==> src/rtl/uni2bin_pkg.sv <==
// Shared configuration for the unary-to-binary window accumulator.
// Optional feature macro: BIPOLAR_EN (result is ones minus half window, signed).
package uni2bin_pkg;

  // Window length exponent: one window is 2^INWD enabled cycles.
  localparam int unsigned INWD = 8;

  // Result word: unsigned count, or two's-complement bipolar value.
`ifdef BIPOLAR_EN
  typedef logic signed [INWD:0] result_t;
`else
  typedef logic [INWD:0] result_t;
`endif

endpackage

==> src/rtl/uni2bin_wincnt.sv <==
// Enable-gated window sample counter with synchronous restart.
// lastSample flags an enabled, non-restart cycle on the final sample slot.
module uni2bin_wincnt
  import uni2bin_pkg::*;
#(
  parameter int unsigned CW = INWD
) (
  input  logic          clk,
  input  logic          rst_n,
  input  logic          enable,
  input  logic          start,
  output logic [CW-1:0] wcnt,
  output logic          lastSample
);

  // Sample position in the current window; a restart with a live sample
  // counts that sample as slot 0, so the counter lands on 1.
  always_ff @(posedge clk or negedge rst_n) begin
    if (!rst_n) begin
      wcnt <= '0;
    end else if (start) begin
      wcnt <= enable ? CW'(1) : '0;
    end else if (enable) begin
      wcnt <= wcnt + CW'(1);
    end
  end

  // Window-close event; a restart always suppresses it.
  assign lastSample = enable & ~start & (wcnt == {CW{1'b1}});

endmodule

==> src/rtl/uni2bin_acc_8b.sv <==
// Unary bitstream to binary converter: counts ones over back-to-back windows
// of 2^INWD enabled cycles and publishes each count with a one-cycle strobe.
// Optional feature macro: BIPOLAR_EN (binOut = ones - 2^(INWD-1), signed).
module uni2bin_acc_8b
  import uni2bin_pkg::*;
(
  input  logic    clk,
  input  logic    rst_n,
  input  logic    enable,
  input  logic    start,
  input  logic    bitIn,
  output result_t binOut,
  output logic    outValid,
  output logic    busy
);

  localparam int unsigned AW = INWD + 1;

  logic [INWD-1:0] wcnt;
  logic            last_sample;
  logic [INWD:0]   acc;
  logic [INWD:0]   sum_c;
  result_t         res_c;

  uni2bin_wincnt #(
    .CW (INWD)
  ) u_wincnt (
    .clk        (clk),
    .rst_n      (rst_n),
    .enable     (enable),
    .start      (start),
    .wcnt       (wcnt),
    .lastSample (last_sample)
  );

  // Running count including the current sample; cannot exceed 2^INWD.
  assign sum_c = acc + AW'(bitIn);

  // Map the closing count to the published result format.
`ifdef BIPOLAR_EN
  localparam logic [INWD:0] HALF_WIN = AW'(1) << (INWD - 1);
  assign res_c = result_t'(sum_c - HALF_WIN);
`else
  assign res_c = result_t'(sum_c);
`endif

  // Ones accumulator: restart reseeds with the live sample, close clears.
  always_ff @(posedge clk or negedge rst_n) begin
    if (!rst_n) begin
      acc <= '0;
    end else if (start) begin
      acc <= enable ? AW'(bitIn) : '0;
    end else if (enable) begin
      acc <= last_sample ? '0 : sum_c;
    end
  end

  // Result register and completion strobe, loaded only on window close.
  always_ff @(posedge clk or negedge rst_n) begin
    if (!rst_n) begin
      binOut   <= '0;
      outValid <= 1'b0;
    end else begin
      outValid <= last_sample;
      if (last_sample) begin
        binOut <= res_c;
      end
    end
  end

  // Busy is a pure decode of the registered window position.
  assign busy = (wcnt != '0);

endmodule

==> config.mk <==
export PLATFORM = sky130hd
export DESIGN_NAME = uni2bin_acc_8b
export DESIGN_NICKNAME = d
export VERILOG_FILES = /design/src/rtl/uni2bin_pkg.sv /design/src/rtl/uni2bin_wincnt.sv /design/src/rtl/uni2bin_acc_8b.sv
export SDC_FILE = /design/constraint.sdc
export NUM_CORES = 1
export LEC_CHECK = 0
export BUFFER_PORTS_ARGS = -buffer_cell sky130_fd_sc_hd__buf_4
export CAP_MARGIN = 5
export CORE_UTILIZATION = 35
export DETAILED_ROUTE_END_ITERATION = 8
export SYNTH_ARGS = -nofsm -noshare
export SYNTH_HDL_FRONTEND = slang
export SYNTH_SLANG_ARGS = --single-unit
==> constraint.sdc <==
create_clock -name clk -period 5.19 [get_ports clk]
set_clock_uncertainty 0.2 [all_clocks]
set_input_delay 1.038 -clock clk [delete_from_list [all_inputs] [get_ports clk]]
set_output_delay 1.038 -clock clk [all_outputs]
set_load 0.02 [all_outputs]
## Word-level counts from Yosys, hierarchy flattened

Cells that the tools add are included.

| cells by class | value |
|---|---|
| $add $sub $neg | 2 |
| equality and inequality tests | 1 |
| multiplexer cells | 7 |
| bitwise gates (word level) | 3 |
| reduce and logical (&&, ||, !) cells | 2 |

Operators with widths:

| kind | number |
|---|---|
| 9-bit two-way mux | 3 |
| 8-bit two-way mux | 2 |
| 9-bit by 1-bit adder with 9-bit output | 1 |
| 8-bit by 1-bit adder with 8-bit output, second input constant | 1 |
| 8-bit == test, second input constant | 1 |
| 8-bit nonzero test | 1 |
| 1-bit bitwise AND | 2 |
| 1-bit two-way mux | 2 |
| 2-bit nonzero test | 1 |
| 1-bit inverter | 1 |

| word-level totals | value |
|---|---|
| register bits | 27 |
| input port bits | 5 |
| logic and storage cells | 19 |

## Logic depth before layout (Yosys ltp)

Gate-level depths: netlist of run 1.

| logic depth | value |
|---|---|
| word-level depth | 6 |
| depth in mapped cells | 6 |
| gate-level depth less buffers | 6 |

## By module

Synthesis of run 1 repeated with hierarchy kept, for this count alone.

| second synthesis, totals | value |
|---|---|
| cells, all modules | 145 |
| area, all modules | 1425.1 sq um |

By module, submodules not included:

| module | instances | cells an instance | area each (sq um) | seq. area each (sq um) |
|---|---|---|---|---|
| uni2bin_acc_8b | 1 | 106 | 1018.5 | 475.5 |
| uni2bin_wincnt | 1 | 39 | 406.6 | 200.2 |

## Least setup slack after synthesis of run 1

Ideal clock, no wire load.

| timing path | value |
|---|---|
| path type | input port to flip-flop |
| from | input bitIn |
| to | register acc[6] |
| data arrival time | 2.135 ns |
| data required time | 4.908 ns |
| path slack | 2.774 ns |
| cell stages on the path | 6 |
| cell sequence | ha_1 > ha_1 > and3_1 > and3_1 > nand2b_1 > a31oi_1 |

| on the way | value |
|---|---|
| word-level cells in the longest chain between the ends | 4 |

Ends and longest elaborated chain:

| element | line | RTL |
|---|---|---|
| from (decl) | uni2bin_acc_8b.sv:11 | `input logic bitIn,` |
| 9-bit by 1-bit adder with 9-bit output | uni2bin_acc_8b.sv:37 | `assign sum_c = acc + AW'(bitIn);` |
| 9-bit two-way mux | uni2bin_acc_8b.sv:54 | `acc <= last_sample ? '0 : sum_c;` |
| 9-bit two-way mux | uni2bin_acc_8b.sv:53 | `end else if (enable) begin` |
| 9-bit two-way mux | uni2bin_acc_8b.sv:51 | `end else if (start) begin` |
| to (signal assigned) | uni2bin_acc_8b.sv:52 | `acc <= enable ? AW'(bitIn) : '0;` |
| to (signal assigned) | uni2bin_acc_8b.sv:54 |  |
| to (decl) | uni2bin_acc_8b.sv:21 | `logic [INWD:0] acc;` |

No other way between the ends. The select of a mux whose other input is x is not followed.
A chain may end at the register's enable or synchronous reset.

## Worst setup path after layout of run 1

| timing path | value |
|---|---|
| from | register u_wincnt.wcnt[2] |
| to | output busy |

| on the way | value |
|---|---|
| word-level cells in the longest chain between the ends | 1 |

Ends and longest elaborated chain:

| element | line | RTL |
|---|---|---|
| from (decl) | uni2bin_wincnt.sv:12 | `output logic [CW-1:0] wcnt,` |
| from (signal assigned) | uni2bin_wincnt.sv:22 | `wcnt <= enable ? CW'(1) : '0;` |
| from (signal assigned) | uni2bin_wincnt.sv:24 | `wcnt <= wcnt + CW'(1);` |
| 8-bit nonzero test | uni2bin_acc_8b.sv:72 | `assign busy = (wcnt != '0);` |
| to (decl) | uni2bin_acc_8b.sv:14 | `output logic busy` |

No other way between the ends.

==> results.json, run 1 <==
{
  "status": "finished, final reports clean",
  "synth_top_area_share_pct": 47.7,
  "syn_area_um2": 1420,
  "ant_nets": 0,
  "cts_tree": "yes",
  "routed-via-count": 978,
  "post_cts_buffers": 0,
  "finalSetupTns_ps": 0,
  "synth_cells": 135,
  "dp_slack_ps": 2550,
  "drcViolationCount": 0,
  "start_util_pct": 37.6,
  "r2r-end": "binOut[0]$_DFFE_PN0P_",
  "synth_area_leaders": "dfrtp_1 (48%), xnor2_1 (5.6%), ha_1 (4.4%)",
  "startpoint": "u_wincnt.wcnt[2]$_DFFE_PN0P_",
  "min_to": "binOut[3]$_DFFE_PN0P_",
  "powerDensity_nw_per_um2": 241,
  "min_path_cells": 2,
  "relSlewSlack_pct": 70.6,
  "r2r-start": "u_wincnt.wcnt[0]$_DFFE_PN0P_",
  "cts_buffer_depth": 2,
  "ys_warn_count": 0,
  "grt_pass1_vias": 1000,
  "nets": 159,
  "insertion_delay_ps": 280,
  "critPathRequiredTime_ps": 3950,
  "multiInputGateArea_um2": 678,
  "synth.most_common_cell": "dfrtp_1",
  "htreeDepth": 1,
  "grt_max_degree": 28,
  "viasPerCell": 4.99,
  "dieWidth_um": 65.6,
  "io_pins": 16,
  "syn2layout_area_growth_pct": 12.4,
  "critical_path_arrival_ps": 1340,
  "place.gp.congestion": 0.799,
  "synth_seq_cells": 27,
  "io_buffers": 15,
  "synth_top_cell_by_area": "dfrtp_1",
  "diodes": 0,
  "cts_inserted_buffers": 3,
  "grt_pass1_wl_mm": 4.24,
  "post-route-period-util_pct": 49.7,
  "vdd_drop_max_mv": 0.143,
  "grt-ovfl-total": 0,
  "dieArea_um2": 4310,
  "hp-class": "reg -> reg",
  "place_hpwl_mm": 1.68,
  "std_cell_rows": 22,
  "crit_path_start_kind": "flip-flop",
  "hold_buffers": 0,
  "seq_area_um2": 676,
  "synth_common_cells": "dfrtp_1 (27), nand2_1 (12), xnor2_1 (9)",
  "drive_gt1_share_pct": 20.3,
  "postRouteWirelength_mm": 2.36,
  "worstMarginPinSlew_ps": 440,
  "slew_viol_final": 0,
  "cts-root-buf": "clkbuf_8",
  "fin_crit_ps": 2580,
  "fin_ws_ps": 2610,
  "synth.avg_cell_area_um2": 10.5,
  "grt_use_total_pct": 12.5,
  "syn_nets": 145,
  "wl_per_cell_um": 12.1,
  "fill_cells": 354,
  "synth_edf_count": 0,
  "drt_pre_antenna_iters": 4,
  "r2r_cells": 4,
  "detail_route.iter0.violations": 31,
  "clock-sinks": 27,
  "post_cts_resized": 0,
  "max_freq_mhz": 388,
  "clk_pin_slew_ps": 90,
  "cp_max_fo": 6,
  "r2r_slack_ps": 3270,
  "drv_cap": 0,
  "hold_violations": 0,
  "synth.distinct_cells": 33,
  "leakage_uw": 0.000752,
  "die_h_um": 65.6,
  "synth-async-reset-ratio_pct": 100,
  "rsz0062_at_grt": "no",
  "critPathKind": "reg -> out",
  "setup_viol": 0,
  "ys_seq_area_share_pct": 47.7,
  "antenna_found_initial": 0,
  "endpoint_kind": "primary output",
  "core_area_um2": 3770,
  "synth_ff_type": "dfrtp_1",
  "min_from": "binOut[3]$_DFFE_PN0P_"
}
-- critical path, stage by stage, from the launching register on --
cell,delay (ps)
dfrtp_1,480
nor4_1,310
nand3_1,110
buf_4,170
-- layout by cell type, fill, tap and decap left out, types with 2 or more instances in the layout --
| cell type | instances |
|---|---|
| a21oi_1 | 7 |
| a31oi_1 | 7 |
| and3_1 | 6 |
| buf_4 | 15 |
| clkbuf_8 | 3 |
| dfrtp_1 | 27 |
| ha_1 | 5 |
| inv_1 | 4 |
| mux2_4 | 2 |
| nand2_1 | 12 |
| nand2b_1 | 8 |
| nand3_1 | 2 |
| nand4_1 | 4 |
| nor2_1 | 8 |
| o21ai_1 | 7 |
| o21ai_2 | 2 |
| or3_1 | 2 |
| xnor2_1 | 9 |
| xor2_1 | 4 |
-- cells by family after synthesis --
logic type                 after synthesis  synth area share (%)
muxes                                    3                  2.82
DFF                                     27                  47.7
adders and majority gates                5                  4.41
buffers and inverters                   11                  4.50
AOI/OAI and AO/OA                       27                  12.7
and+or+nand+nor                         49                  19.9
xor gates and xnor gates                13                  8.03
-- sequential cells by signal, summed over array words and instances, names as in the netlist --
signal,count
outValid,1
acc,9
binOut,9
u_wincnt.wcnt,8
-- power by group --
group	internal (uW)	switching, uW	total (uW)
combinational	15.9	21.9	37.8
sequential	216	6.52	222
clock	54.6	69.3	124
total	286	97.7	384
-- cell type report --
cell class	count	share of cell area (%)
multi-input combinational	97	42.5
sequential	27	42.4
timing repair buffer	15	7.06
tap	48	3.77
clock buffer	3	2.59
inverter	5	1.18
clock inverter	1	0.471
-- how the worst max path moves through the flow --
stage	endpoint	slack, ps	cells after the start
6_report	busy	2610	3
5_1_grt	busy	2480	3
4_1_cts	busy	2600	3
3_5_place_dp	acc[6]$_DFFE_PN0P_	2550	7
3_3_place_gp	acc[6]$_DFFE_PN0P_	2580	7
2_1_floorplan	acc[6]$_DFFE_PN0P_	2770	6
-- metrics by stage --
| step | cells | area (um^2) | total power (uW) | hold WS (ps) | utilization (%) |
|---|---|---|---|---|---|
| floorplan | 135 | 1420 | 251 | 271 | - |
| global placement | 192 | 1550 | 263 | 264 | 41.0 |
| detailed placement | 192 | 1550 | 265 | 273 | 41.0 |
| CTS | 196 | 1590 | 390 | 297 | 42.3 |
| global route | 196 | 1590 | 404 | 317 | 42.3 |
| finish | 196 | 1590 | 384 | 291 | 42.3 |
-- layer usage --
| layer | part of all wire, % | up-vias | wire, um | GRT usage (%) |
|---|---|---|---|---|
| met2 | 48 | 16 | 1120 | 23.1 |
| met3 | 4.2 | 2 | 100 | 3.13 |
| li1 | - | 493 | - | - |
| met1 | 48 | 467 | 1120 | 14.5 |
| met5 | 0 | - | 0 | 0 |
| met4 | 0.68 | 0 | 16 | 2.45 |
(Power assumes the default switching activity.)
==> inputs of run 2 (changes only) <==
clock period = 2.7 ns   (was 5.19 ns; I/O delays follow)
==> results.json, run 2 (synthesis gave the netlist of run 1 again) <==
{
  "grt_use_total_pct": 12.6,
  "place.gp.congestion": 0.799,
  "slew_viol_final": 0,
  "routed-via-count": 997,
  "post_cts_resized": 0,
  "insertion_delay_ps": 280,
  "powerDensity_nw_per_um2": 461,
  "post_cts_buffers": 0,
  "dieArea_um2": 4310,
  "start_util_pct": 37.6,
  "utilization_pct": 42.5,
  "cp_max_fo": 6,
  "worst-path-buf-inv": 1,
  "power_switching_share_pct": 25.5,
  "io_buffers": 15,
  "grt_pass1_vias": 970,
  "cp_top_family": "flip-flops",
  "core_area_um2": 3770,
  "place_hpwl_mm": 1.69,
  "finalSetupTns_ps": 0,
  "seq_power_share_pct": 57.7,
  "viasPerCell": 5.06,
  "diodes": 0,
  "hp-class": "reg -> reg",
  "largest_registers": "acc (9), binOut (9), u_wincnt.wcnt (8)",
  "nets": 160,
  "status": "finished, final reports clean",
  "drv_cap": 0,
  "grt_max_degree": 28,
  "io_pins": 16,
  "drive_gt1_share_pct": 20.1,
  "p_int_uw": 551,
  "critPathMaxStageDelay_ps": 470,
  "cts_buffer_depth": 2,
  "p_clk_share_pct": 32.3,
  "syn2layout_area_growth_pct": 13.2,
  "post-route-period-util_pct": 76.9,
  "p_sw_uw": 189,
  "std_cell_rows": 22,
  "clock-sinks": 27,
  "hold_violations": 0,
  "final_common_cell": "dfrtp_1",
  "clk_pin_slew_ps": 90,
  "critPathRequiredTime_ps": 1960,
  "path_cells": "nor4_1 > nand3_1 > buf_4",
  "max_freq_mhz": 482,
  "critPathKind": "reg -> out",
  "drt_pre_antenna_iters": 4,
  "cts_inserted_buffers": 3,
  "leakage_uw": 0.000757,
  "grt_pass1_wl_mm": 4.22,
  "worstMarginPinSlew_ps": 436,
  "die_h_um": 65.6,
  "htreeDepth": 1,
  "postRouteWirelength_mm": 2.40,
  "vdd_drop_max_mv": 0.306,
  "cts_tree": "yes",
  "relSlewSlack_pct": 70.8,
  "slowest_stage": "dfrtp_1",
  "critical_path_arrival_ps": 1340,
  "comb_power_share_pct": 10.0,
  "fin_crit_ps": 2080,
  "detail_route.iter0.violations": 26,
  "layout_common_cells": "dfrtp_1 (27), buf_4 (15), nand2_1 (12), xnor2_1 (9)",
  "wl_per_cell_um": 12.2,
  "ant_nets": 0,
  "crit_path_start_kind": "flip-flop",
  "setup_viol": 0,
  "dieWidth_um": 65.6,
  "endpoint_kind": "primary output",
  "cts-root-buf": "clkbuf_8",
  "antenna_found_initial": 0,
  "drcViolationCount": 0,
  "rsz0062_at_grt": "no",
  "grt-ovfl-total": 0
}
-- run 2: cell count changes in the layout (fill, tap and decap cells not counted), sizes merged --
cell         change
dlygate4sd3      +1
-- run 2: power by group through the flow --
stage                     Combinational [uW]  Clock (uW)  Sequential, uW
after floorplan                         49.9           0             432
after global placement                  71.8           0             434
after detailed placement                74.5           0             435
after CTS                               76.0         249             427
after global routing                    86.2         261             429
final                                   74.0         239             427
-- run 2: worst register-to-register path, stage by stage (launching register included) --
cell and delay [ps]:
dfrtp_1 420, ha_1 270, and3_2 270, nand4b_4 290, mux2_4 390
-- run 2: routing by layer --
layer / vias to the layer above / global-route usage (%) / part of all wire, %
met5: - / 0 / 0
met4: 0 / 3.26 / 1.0
met3: 3 / 3.13 / 3.7
met2: 16 / 21.9 / 47
met1: 481 / 15.2 / 49
li1: 497 / - / -
-- run 2: stage by stage --
stage | worst slack [ps] | hold WS (ps) | area [um^2] | std cells | power (uW)
after detailed placement | 552 | 273 | 1550 | 192 | 509
final | 624 | 291 | 1600 | 197 | 740
after global routing | 512 | 323 | 1600 | 197 | 776
after floorplan | 782 | 44.4 | 1420 | 135 | 482
after CTS | 610 | 302 | 1600 | 197 | 752
after global placement | 579 | 264 | 1550 | 192 | 506
-- run 2: layout make-up --
class | instances | area (um^2)
Clock buffer | 3 | 41.3
Clock inverter | 1 | 7.51
Fill cell | 360 | 2170
Inverter | 5 | 18.8
Multi-Input combinational cell | 97 | 678
Sequential cell | 27 | 676
Tap cell | 48 | 60.1
Timing Repair Buffer | 16 | 123
-- run 2: final timing paths --
| check | slack [ps] | endpoint | depth (start not counted) | from |
|---|---|---|---|---|
| worst max-delay path | 620 | busy | 3 | u_wincnt.wcnt[2]$_DFFE_PN0P_ |
| worst min-delay path | 290 | binOut[3]$_DFFE_PN0P_ | 2 | binOut[3]$_DFFE_PN0P_ |
| worst max register to register | 750 | binOut[0]$_DFFE_PN0P_ | 4 | u_wincnt.wcnt[0]$_DFFE_PN0P_ |
| worst min register to register | 290 | binOut[3]$_DFFE_PN0P_ | 2 | binOut[3]$_DFFE_PN0P_ |
| max in group asynchronous | 1540 | acc[8]$_DFFE_PN0P_ | 2 | rst_n |
| min in group asynchronous | 500 | binOut[2]$_DFFE_PN0P_ | 2 | rst_n |
-- run 2: what timing repair did --
| item | 4_1_cts | 5_1_grt |
|---|---|---|
| hold buffers | 1 | 0 |
| setup endpoints to repair | 0 | 0 |
| hold endpoints to repair | 27 | 0 |
==> inputs of run 3 (changes only) <==
clock period = 1.9 ns   (was 2.7 ns; I/O delays follow)
==> results.json, run 3 (synthesis gave the netlist of run 1 again) <==
{
  "rsz0062_at_grt": "yes",
  "die_h_um": 65.6,
  "detail_route.iter0.violations": 12,
  "fin_crit_ps": 1900,
  "worstMarginPinSlew_ps": 429,
  "grt_use_total_pct": 13.5,
  "vdd_drop_max_mv": 0.284,
  "postRouteWirelength_mm": 2.53,
  "place.gp.congestion": 0.786,
  "drcViolationCount": 0,
  "io_pins": 16,
  "finalSetupTns_ps": -4.23,
  "seq_area_um2": 677,
  "slew_viol_final": 0,
  "multiInputGateArea_um2": 687,
  "cts_tree": "yes",
  "post_cts_buffers": 0,
  "place_hpwl_mm": 1.84,
  "htreeDepth": 1,
  "dpl_cell_area_um2": 1580,
  "max_freq_mhz": 525,
  "insertion_delay_ps": 260,
  "syn2layout_area_growth_pct": 16.2,
  "post-route-period-util_pct": 100,
  "std_cell_rows": 22,
  "clock-sinks": 27,
  "dieArea_um2": 4310,
  "powerDensity_nw_per_um2": 627,
  "setup_viol": 1,
  "largest_registers": "acc (9), binOut (9), u_wincnt.wcnt (8)",
  "crit_path_start_kind": "flip-flop",
  "violations": "setup timing",
  "critPathKind": "reg -> out",
  "wl_per_cell_um": 12.5,
  "grt_pass1_vias": 985,
  "routed-via-count": 1010,
  "start_util_pct": 37.6,
  "holdWs_ps": 180,
  "critPathRequiredTime_ps": 1320,
  "hold_violations": 0,
  "layout_common_cells": "dfrtp_1 (26), buf_4 (20), nand2_1 (12), xnor2_1 (9)",
  "dieWidth_um": 65.6,
  "leakage_uw": 0.000781,
  "clk_pin_slew_ps": 90,
  "grt-ovfl-total": 0,
  "cp_max_fo": 6,
  "cts_buffer_depth": 2,
  "io_buffers": 15,
  "fin_area_um2": 1650,
  "hp-class": "in -> reg",
  "dp_slack_ps": -49.1,
  "antenna_found_initial": 0,
  "drive_gt1_share_pct": 24.0,
  "endpoint_kind": "primary output",
  "ant_nets": 0,
  "nets": 165,
  "fill_cells": 372,
  "relSlewSlack_pct": 71.3,
  "cts-root-buf": "clkbuf_8",
  "drv_cap": 0,
  "critical_path_arrival_ps": 1320,
  "utilization_pct": 43.7,
  "viasPerCell": 5.00,
  "diodes": 0,
  "fin_ws_ps": -4.23,
  "grt_pass1_wl_mm": 4.47,
  "final_common_cell": "dfrtp_1",
  "status": "finished, violations left",
  "grt_max_degree": 28,
  "core_area_um2": 3770,
  "drt_pre_antenna_iters": 4,
  "cts_inserted_buffers": 3
}
[run 3: cell types whose count changed in the layout (fill, tap and decap cells not counted)]
cell | previous run | this run
buf_4 | 15 | 20
clkbuf_1 | 0 | 1
clkinvlp_4 | 1 | 0
dfrtp_1 | 27 | 26
dfrtp_2 | 0 | 1
ha_1 | 5 | 4
ha_2 | 0 | 1
nor4_1 | 1 | 0
nor4_2 | 0 | 1
[run 3: timing repair]
action,CTS,global route
resized for setup,1,2
endpoints found under the setup margin,1,6
hold buffers,1,0
endpoints found under the hold margin,27,0
pin swaps,0,1
[run 3: worst paths after layout]
path | startpoint | to | slack (ps) | cells past startpoint
max in group asynchronous | rst_n | u_wincnt.wcnt[2]$_DFFE_PN0P_ | 860 | 2
hold reg to reg | binOut[6]$_DFFE_PN0P_ | binOut[6]$_DFFE_PN0P_ | 290 | 2
min in group asynchronous | rst_n | acc[3]$_DFFE_PN0P_ | 360 | 2
setup reg to reg | acc[0]$_DFFE_PN0P_ | acc[6]$_DFFE_PN0P_ | 90 | 6
setup / recovery | u_wincnt.wcnt[2]$_DFFE_PN0P_ | busy | -4 | 3
hold / removal | start | u_wincnt.wcnt[7]$_DFFE_PN0P_ | 180 | 2
[run 3: report_power, final]
group | switching [uW] | leakage [uW] | internal (uW)
logic | 60.8 | 0.000387 | 47.5
clock network | 169 | 0.0000228 | 150
registers | 17.6 | 0.000371 | 589
[run 3: through the flow]
stage,power (uW),std cells
CTS,1050,202
global route,1100,202
global placement,721,197
detailed placement,725,197
floorplan,685,135
finish,1030,202
[run 3: per-layer routing]
layer  vias to the layer above  track usage, %  wire, um
met4                         0            4.89        12
met5                         -               0         0
met1                       487            17.6      1180
met2                        17            22.3      1260
li1                        504               -         -
met3                         2            2.08        87
[run 3: layout make-up]
cell class | instances | area share [%]
multi-input cells | 97 | 41.7
repair buffers | 21 | 9.72
clock buffers | 4 | 2.73
inverters | 5 | 1.14
flip-flops and latches | 27 | 41.1
well taps | 48 | 3.64
[run 3: worst max-delay path: stages (launching register included)]
cell	delay [ps]
dfrtp_2	470
nor4_2	310
nand3_1	110
buf_4	170
